===== src/rtl/mem_access_unit_pkg.sv =====
// Shared memory-access defines: size codes, FSM state encodings and decode helpers.
package mem_access_unit_pkg;

    localparam int unsigned MEM_SIZE_W = 2;
    localparam int unsigned STATE_W    = 2;

    // Access size codes; 2'b10 decodes as a word.
    localparam logic [MEM_SIZE_W-1:0] MEM_SIZE_BYTE = 2'b00;
    localparam logic [MEM_SIZE_W-1:0] MEM_SIZE_HALF = 2'b01;
    localparam logic [MEM_SIZE_W-1:0] MEM_SIZE_WORD = 2'b11;

    // Memory access FSM states.
    localparam logic [STATE_W-1:0] ST_IDLE  = 2'd0;
    localparam logic [STATE_W-1:0] ST_READ  = 2'd1;
    localparam logic [STATE_W-1:0] ST_WRITE = 2'd2;
    localparam logic [STATE_W-1:0] ST_DONE  = 2'd3;

    // Operand fields captured on accept.
    typedef struct packed {
        logic                  is_store;
        logic [MEM_SIZE_W-1:0] size;
        logic                  unsign;
        logic [1:0]            addr_lo;
    } mem_op_t;

    // Both 2'b11 and 2'b10 are word accesses.
    function automatic logic size_is_word(input logic [MEM_SIZE_W-1:0] size);
        return size[1];
    endfunction

    // Half must be 2-byte aligned, word 4-byte aligned; bytes are always aligned.
    function automatic logic addr_misaligned(input logic [MEM_SIZE_W-1:0] size,
                                             input logic [1:0]            addr_lo);
        logic mis;
        mis = 1'b0;
        if (size_is_word(size)) begin
            mis = (addr_lo != 2'b00);
        end else if (size == MEM_SIZE_HALF) begin
            mis = addr_lo[0];
        end
        return mis;
    endfunction

endpackage


===== src/rtl/mem_access_unit_lane_align.sv =====
// Little-endian lane extract/extend for loads and lane merge for sub-word stores.
module mem_lane_align
    import mem_access_unit_pkg::*;
#(
    parameter int unsigned NBITS = 32
) (
    input  logic [1:0]            addr_lo,
    input  logic [MEM_SIZE_W-1:0] size,
    input  logic                  unsign,
    input  logic [NBITS-1:0]      rdata,
    input  logic [NBITS-1:0]      wdata,
    output logic [NBITS-1:0]      ld_data_c,
    output logic [NBITS-1:0]      st_data_c
);

    logic [4:0]       lane_sh;
    logic [7:0]       byte_v;
    logic [15:0]      half_v;
    logic [NBITS-1:0] lane_mask;

    // Select the addressed lane, extend it for loads and splice store data into the old word.
    always_comb begin
        lane_sh   = (size == MEM_SIZE_HALF) ? {addr_lo[1], 4'b0000} : {addr_lo, 3'b000};
        byte_v    = rdata[lane_sh +: 8];
        half_v    = rdata[lane_sh +: 16];
        lane_mask = '0;
        ld_data_c = rdata;
        st_data_c = wdata;
        if (!size_is_word(size)) begin
            if (size == MEM_SIZE_HALF) begin
                lane_mask = NBITS'(16'hFFFF) << lane_sh;
                ld_data_c = {{(NBITS-16){~unsign & half_v[15]}}, half_v};
                st_data_c = (rdata & ~lane_mask) | ((NBITS'(wdata[15:0]) << lane_sh) & lane_mask);
            end else begin
                lane_mask = NBITS'(8'hFF) << lane_sh;
                ld_data_c = {{(NBITS-8){~unsign & byte_v[7]}}, byte_v};
                st_data_c = (rdata & ~lane_mask) | ((NBITS'(wdata[7:0]) << lane_sh) & lane_mask);
            end
        end
    end

endmodule


===== src/rtl/mem_access_unit.sv =====
// Load/store unit between the EX/MA register and a single-port data memory.
module mem_access_unit
    import mem_access_unit_pkg::*;
#(
    parameter int unsigned NBITS = 32
) (
    input  logic                  i_clk,
    input  logic                  i_rst,
    input  logic                  i_step,
    input  logic                  i_flg_mem_rd_en,
    input  logic                  i_flg_mem_wr_en,
    input  logic [NBITS-1:0]      i_eff_addr,
    input  logic [MEM_SIZE_W-1:0] i_flg_mem_size,
    input  logic                  i_flg_unsign,
    input  logic [NBITS-1:0]      i_wr_data,
    output logic                  o_mem_req,
    output logic                  o_mem_we,
    output logic [NBITS-3:0]      o_mem_addr,
    output logic [NBITS-1:0]      o_mem_wdata,
    input  logic [NBITS-1:0]      i_mem_rdata,
    input  logic                  i_mem_ack,
    output logic [NBITS-1:0]      o_rd_data,
    output logic                  o_busy,
    output logic                  o_done,
    output logic                  o_misaligned
);

    logic [STATE_W-1:0] state_q, state_nxt;
    mem_op_t            op_q, op_nxt;
    logic [NBITS-1:0]   wr_data_q, wr_data_nxt;
    logic [NBITS-3:0]   mem_addr_nxt;
    logic [NBITS-1:0]   mem_wdata_nxt;
    logic [NBITS-1:0]   rd_data_nxt;
    logic               misaligned_nxt;
    logic               mem_req_nxt, mem_we_nxt, busy_nxt, done_nxt;
    logic               mis_c;
    logic [NBITS-1:0]   ld_data_c, st_data_c;

    mem_lane_align #(
        .NBITS (NBITS)
    ) u_lane_align (
        .addr_lo   (op_q.addr_lo),
        .size      (op_q.size),
        .unsign    (op_q.unsign),
        .rdata     (i_mem_rdata),
        .wdata     (wr_data_q),
        .ld_data_c (ld_data_c),
        .st_data_c (st_data_c)
    );

    // State register.
    always_ff @(posedge i_clk or negedge i_rst) begin
        if (!i_rst) begin
            state_q <= ST_IDLE;
        end else begin
            state_q <= state_nxt;
        end
    end

    // Next state plus next values of the operand and output registers.
    always_comb begin
        state_nxt      = state_q;
        op_nxt         = op_q;
        wr_data_nxt    = wr_data_q;
        mem_addr_nxt   = o_mem_addr;
        mem_wdata_nxt  = o_mem_wdata;
        rd_data_nxt    = o_rd_data;
        misaligned_nxt = o_misaligned;
        mis_c          = 1'b0;
        case (state_q)
            ST_IDLE: begin
                if (i_step && (i_flg_mem_rd_en || i_flg_mem_wr_en)) begin
                    op_nxt.is_store = i_flg_mem_wr_en;
                    op_nxt.size     = i_flg_mem_size;
                    op_nxt.unsign   = i_flg_unsign;
                    op_nxt.addr_lo  = i_eff_addr[1:0];
                    wr_data_nxt     = i_wr_data;
                    mem_addr_nxt    = i_eff_addr[NBITS-1:2];
                    mis_c           = addr_misaligned(i_flg_mem_size, i_eff_addr[1:0]);
                    misaligned_nxt  = mis_c;
                    if (mis_c) begin
                        state_nxt = ST_DONE;
                        if (!i_flg_mem_wr_en) begin
                            rd_data_nxt = '0;
                        end
                    end else if (i_flg_mem_wr_en && size_is_word(i_flg_mem_size)) begin
                        state_nxt     = ST_WRITE;
                        mem_wdata_nxt = i_wr_data;
                    end else begin
                        state_nxt = ST_READ;
                    end
                end
            end
            ST_READ: begin
                if (i_mem_ack) begin
                    if (op_q.is_store) begin
                        mem_wdata_nxt = st_data_c;
                        state_nxt     = ST_WRITE;
                    end else begin
                        rd_data_nxt = ld_data_c;
                        state_nxt   = ST_DONE;
                    end
                end
            end
            ST_WRITE: begin
                if (i_mem_ack) begin
                    state_nxt = ST_DONE;
                end
            end
            ST_DONE: begin
                state_nxt = ST_IDLE;
            end
            default: begin
                state_nxt = ST_IDLE;
            end
        endcase
        mem_req_nxt = (state_nxt == ST_READ) || (state_nxt == ST_WRITE);
        mem_we_nxt  = (state_nxt == ST_WRITE);
        busy_nxt    = (state_nxt != ST_IDLE);
        done_nxt    = (state_nxt == ST_DONE);
    end

    // Operand capture and registered outputs.
    always_ff @(posedge i_clk or negedge i_rst) begin
        if (!i_rst) begin
            op_q         <= '0;
            wr_data_q    <= '0;
            o_mem_req    <= 1'b0;
            o_mem_we     <= 1'b0;
            o_mem_addr   <= '0;
            o_mem_wdata  <= '0;
            o_rd_data    <= '0;
            o_busy       <= 1'b0;
            o_done       <= 1'b0;
            o_misaligned <= 1'b0;
        end else begin
            op_q         <= op_nxt;
            wr_data_q    <= wr_data_nxt;
            o_mem_req    <= mem_req_nxt;
            o_mem_we     <= mem_we_nxt;
            o_mem_addr   <= mem_addr_nxt;
            o_mem_wdata  <= mem_wdata_nxt;
            o_rd_data    <= rd_data_nxt;
            o_busy       <= busy_nxt;
            o_done       <= done_nxt;
            o_misaligned <= misaligned_nxt;
        end
    end

endmodule


===== config.mk =====
export PLATFORM = sky130hd
export DESIGN_NAME = mem_access_unit
export DESIGN_NICKNAME = d
export VERILOG_FILES = /design/src/rtl/mem_access_unit_pkg.sv /design/src/rtl/mem_access_unit_lane_align.sv /design/src/rtl/mem_access_unit.sv
export SDC_FILE = /design/constraint.sdc
export NUM_CORES = 1
export LEC_CHECK = 0
export BUFFER_PORTS_ARGS = -buffer_cell sky130_fd_sc_hd__buf_2
export CELL_PAD_IN_SITES_DETAIL_PLACEMENT = 1
export CELL_PAD_IN_SITES_GLOBAL_PLACEMENT = 1
export CORE_MARGIN = 2
export CORE_UTILIZATION = 38
export CTS_BUF_LIST = sky130_fd_sc_hd__clkbuf_2
export CTS_CLUSTER_DIAMETER = 60
export CTS_CLUSTER_SIZE = 14
export DETAILED_ROUTE_END_ITERATION = 8
export GPL_ROUTABILITY_DRIVEN = 0
export HOLD_SLACK_MARGIN = 0.15
export PLACE_DENSITY = 0.79
export SYNTH_ARGS = -nofsm -noshare
export SYNTH_HDL_FRONTEND = slang
export SYNTH_HIERARCHICAL = 1
export SYNTH_SLANG_ARGS = --single-unit

===== constraint.sdc =====
create_clock -name i_clk -period 2 [get_ports i_clk]
set_input_delay 0.4 -clock i_clk [delete_from_list [all_inputs] [get_ports i_clk]]
set_output_delay 0.4 -clock i_clk [all_outputs]
set_load 0.02 [all_outputs]

==> summary.txt <==
Drt
  – Final ANT Viol Nets: 0
  – Vias: 6297
  – Drt first pass iters: 5
  – # DRC: 0
  – Drt wl/cell: 21.32 um
  – Vias per cell: 5.476
  – Iter 0 DRT Violations: 347
  – Detailed Route WL: 24510 um

Timing
  – Slew HR: 53.91%
  – TNS Setup: 0 ns
  – RSZ-0062 raised after global routing: true
  – Fin. Hold Viols: 0
  – Fmax achieved: 0.5035 GHz
  – Period utilization: 99.30%
  – Min Tclk post-route: 1.986 ns
  – Clk_skew: 0.02638 ns
  – Pins Over Slew Limit: 0
  – Worst-Margin Slew: 0.6892 ns
  – Final setup viols: 0

Clock network
  – Clock sinks: 139
  – CTS Buf Count: 17
  – CTS max path bufs: 2
  – CTS tree: done
  – H-tree depth: 4
  – Reg clk slew, reported paths: 0.20 ns
  – CTS root buf: clkbuf_2
  – Worst-Skew Late Latency: 0.72 ns

Final layout
  – Nets: 1017
  – Area Growth Syn to Fin: 38.55%
  – Design area: 9812 um2
  – # diodes: 0
  – Fraction of layout cells with a size suffix above 1: 47.01%

Global routing
  – Initial antenna violation count: 0
  – First-pass GRT wire length: 37650 um
  – Largest net degree at the start of global routing: 43
  – Gr usage total: 24.62%
  – Vias in the first global route: 6712
  – Total congestion overflow: 0

Setup path
  – CP endpoint kind: flop
  – Startpoint Class: flop
  – Required time of the critical path: 2.63 ns
  – Max FO, Critical Path: 11
  – Worst EP arrival: 2.62 ns
  – Most used cell, CP: mux2_2
  – Peak per-stage delay on the critical path: 0.50 ns
  – CP max stage cell: dfrtp_2
  – Critical path type: reg2reg
  – Buf+Inv Stages, Crit Path: 2
  – Worst path cell trace: buf_6 > nor2b_2 > buf_4 > mux2i_1 > a221oi_2 > mux2_2 > mux2_2
  – CP top delay family: multiplexers

Power
  – Power per Cell Area: 1589 nW/um2
  – Worst VDD drop: 0.0007620 V
  – Leak: 4.623 nW

Synth
  – Synth Area in Simple Gates: 5.919%
  – Synth Area in Adders: 0.5300%
  – Post-synth top cells: dfrtp_1 (139), mux2_2 (138), nand2_1 (62)
  – Yosys top cell area share: 49.12%
  – Synthesized instance count: 593
  – Syn_area_per_cell: 11.94 um2
  – Seq/Total Area, Yosys: 49.12%
  – Top FF cell, synth: dfrtp_1
  – Post-synth EDFFs: 0
  – Count of different cell masters after synthesis: 48
  – Top-count cell post-synth: dfrtp_1
  – Synth Net Count: 701
  – Post-synthesis mux area share: 24.08%
  – Post-Syn Area: 7082 um2
  – Post-Synth XOR/XNOR Area: 0%
  – Compound-Gate Fraction of Synth Area: 16.18%
  – Largest area contributor in the netlist: dfrtp_1
  – Ys async rst share: 100.0%
  – YS warnings: 6
  – Largest family of logic cells by synthesized area: multiplexers
  – Synthesized flop and latch total: 139
  – Largest cells by area after synthesis: dfrtp_1 (49%), mux2_2 (22%), a22o_1 (4.0%), nand2_1 (3.3%), mux2i_1 (2.0%)

Die
  – Width of the die: 140.5 um
  – Row count: 49
  – Initial Utilization: 39.02%
  – Die height: 140.5 um
  – Io pins: 204
  – Placeable Area: 18150 um2
  – Die area: 19740 um2

Place
  – Post-detail-place hpwl: 17000 um
  – Port Buf Inserts: 203
  – Cell Area, Placed: 8487 um2

Run
  – Max-cap viol count: 0

Run status
  – Status: finished, final reports clean

Worst hold path
  – Worst Hold Class: in2reg
-- tightest hold or removal path: cells and delay by family --
| kind | cells | cell delay, ns |
|---|---|---|
| AO/OA/AOI/OAI | 1 | 0.09 |
| buffers and inverters | 1 | 0.11 |
| AND/OR/NAND/NOR | 3 | 0.31 |
-- cell type report --
cell class	count	area, um2
clock buffer	18	90.09
multi-input combinational	403	3372
sequential	139	3480
tap	229	286.5
fill	1985	8335
inverter	8	30.03
clock inverter	13	127.6
timing repair buffer	340	2426
-- logic make-up (layout without fill, tap and decap cells) --
logic type | after synthesis | count (layout)
flops | 139 | 139
fa+ha+maj | 3 | 3
compound gates | 153 | 153
simple gates | 94 | 94
buf+inv | 51 | 379
mux | 153 | 153
-- routing by layer --
layer / vias up / part of all wire [%] / track usage, %
li1: 2850 / - / -
met1: 3149 / 42 / 31.18
met2: 256 / 49 / 41.28
met3: 42 / 7.0 / 6.598
met4: 0 / 2.4 / 7.737
met5: - / 0 / 0
-- path summary, 6_finish.rpt --
check,start,to,slack (ns),depth (start not counted)
max,op_q[1],o_mem_wdata[11],0.01,7
min,i_step,o_misaligned,0.21,5
max reg2reg,op_q[1],o_mem_wdata[11],0.01,7
min reg2reg,o_rd_data[31],o_rd_data[31],0.52,1
max in group asynchronous,i_rst,o_mem_addr[15],0.83,4
min in group asynchronous,i_rst,o_rd_data[14],0.63,3
-- repair_timing --
item,CTS,global route
endpoints found under the setup margin,20,25
pin swaps,1,3
setup buffers,2,2
endpoints found under the hold margin,272,1
gates resized for setup,4,16
hold buffers,99,1
-- state kept, by name, summed over array words and instances, names as in the netlist --
| signal | count |
|---|---|
| wr_data_q | 32 |
| o_done | 1 |
| o_mem_wdata | 32 |
| o_rd_data | 32 |
| op_q | 6 |
| o_misaligned | 1 |
| o_mem_we | 1 |
| o_busy | 1 |
| o_mem_addr | 30 |
| state_q | 2 |
| o_mem_req | 1 |
-- power breakdown --
part	internal (W)	switching [W]	leakage (nW)
Clock	0.000557	0.00108	0.131
Combinational	0.00403	0.00478	2.80
Sequential	0.00412	0.00103	1.69
-- cells in the final DEF, fill, tap and decap left out, types with 12 or more instances in the layout --
| cell type | instances |
|---|---|
| mux2_2 | 138 |
| a21oi_1 | 18 |
| a22oi_1 | 17 |
| nand2_1 | 61 |
| a22o_1 | 32 |
| clkbuf_2 | 18 |
| o21ai_0 | 15 |
| nor2_1 | 12 |
| mux2i_1 | 14 |
| o22ai_1 | 13 |
| dlygate4sd3_1 | 99 |
| buf_4 | 25 |
| buf_2 | 202 |
| dfrtp_1 | 138 |
-- stage by stage --
step	setup WS, ns	hold WS [ns]	std cells	util [%]	total power (W)
detailed placement	-0.02880	0.3840	1015	46.77	0.01354
global route	-0.05789	0.1530	1150	54.07	0.01653
global placement	0.04354	0.3845	1015	46.77	0.01326
finish	0.01400	0.2058	1150	54.07	0.01559
CTS	0.01861	0.1559	1147	53.70	0.01543
floorplan	0.01057	0.1044	593	-	0.01065
Power figures use the tool's default switching activity.
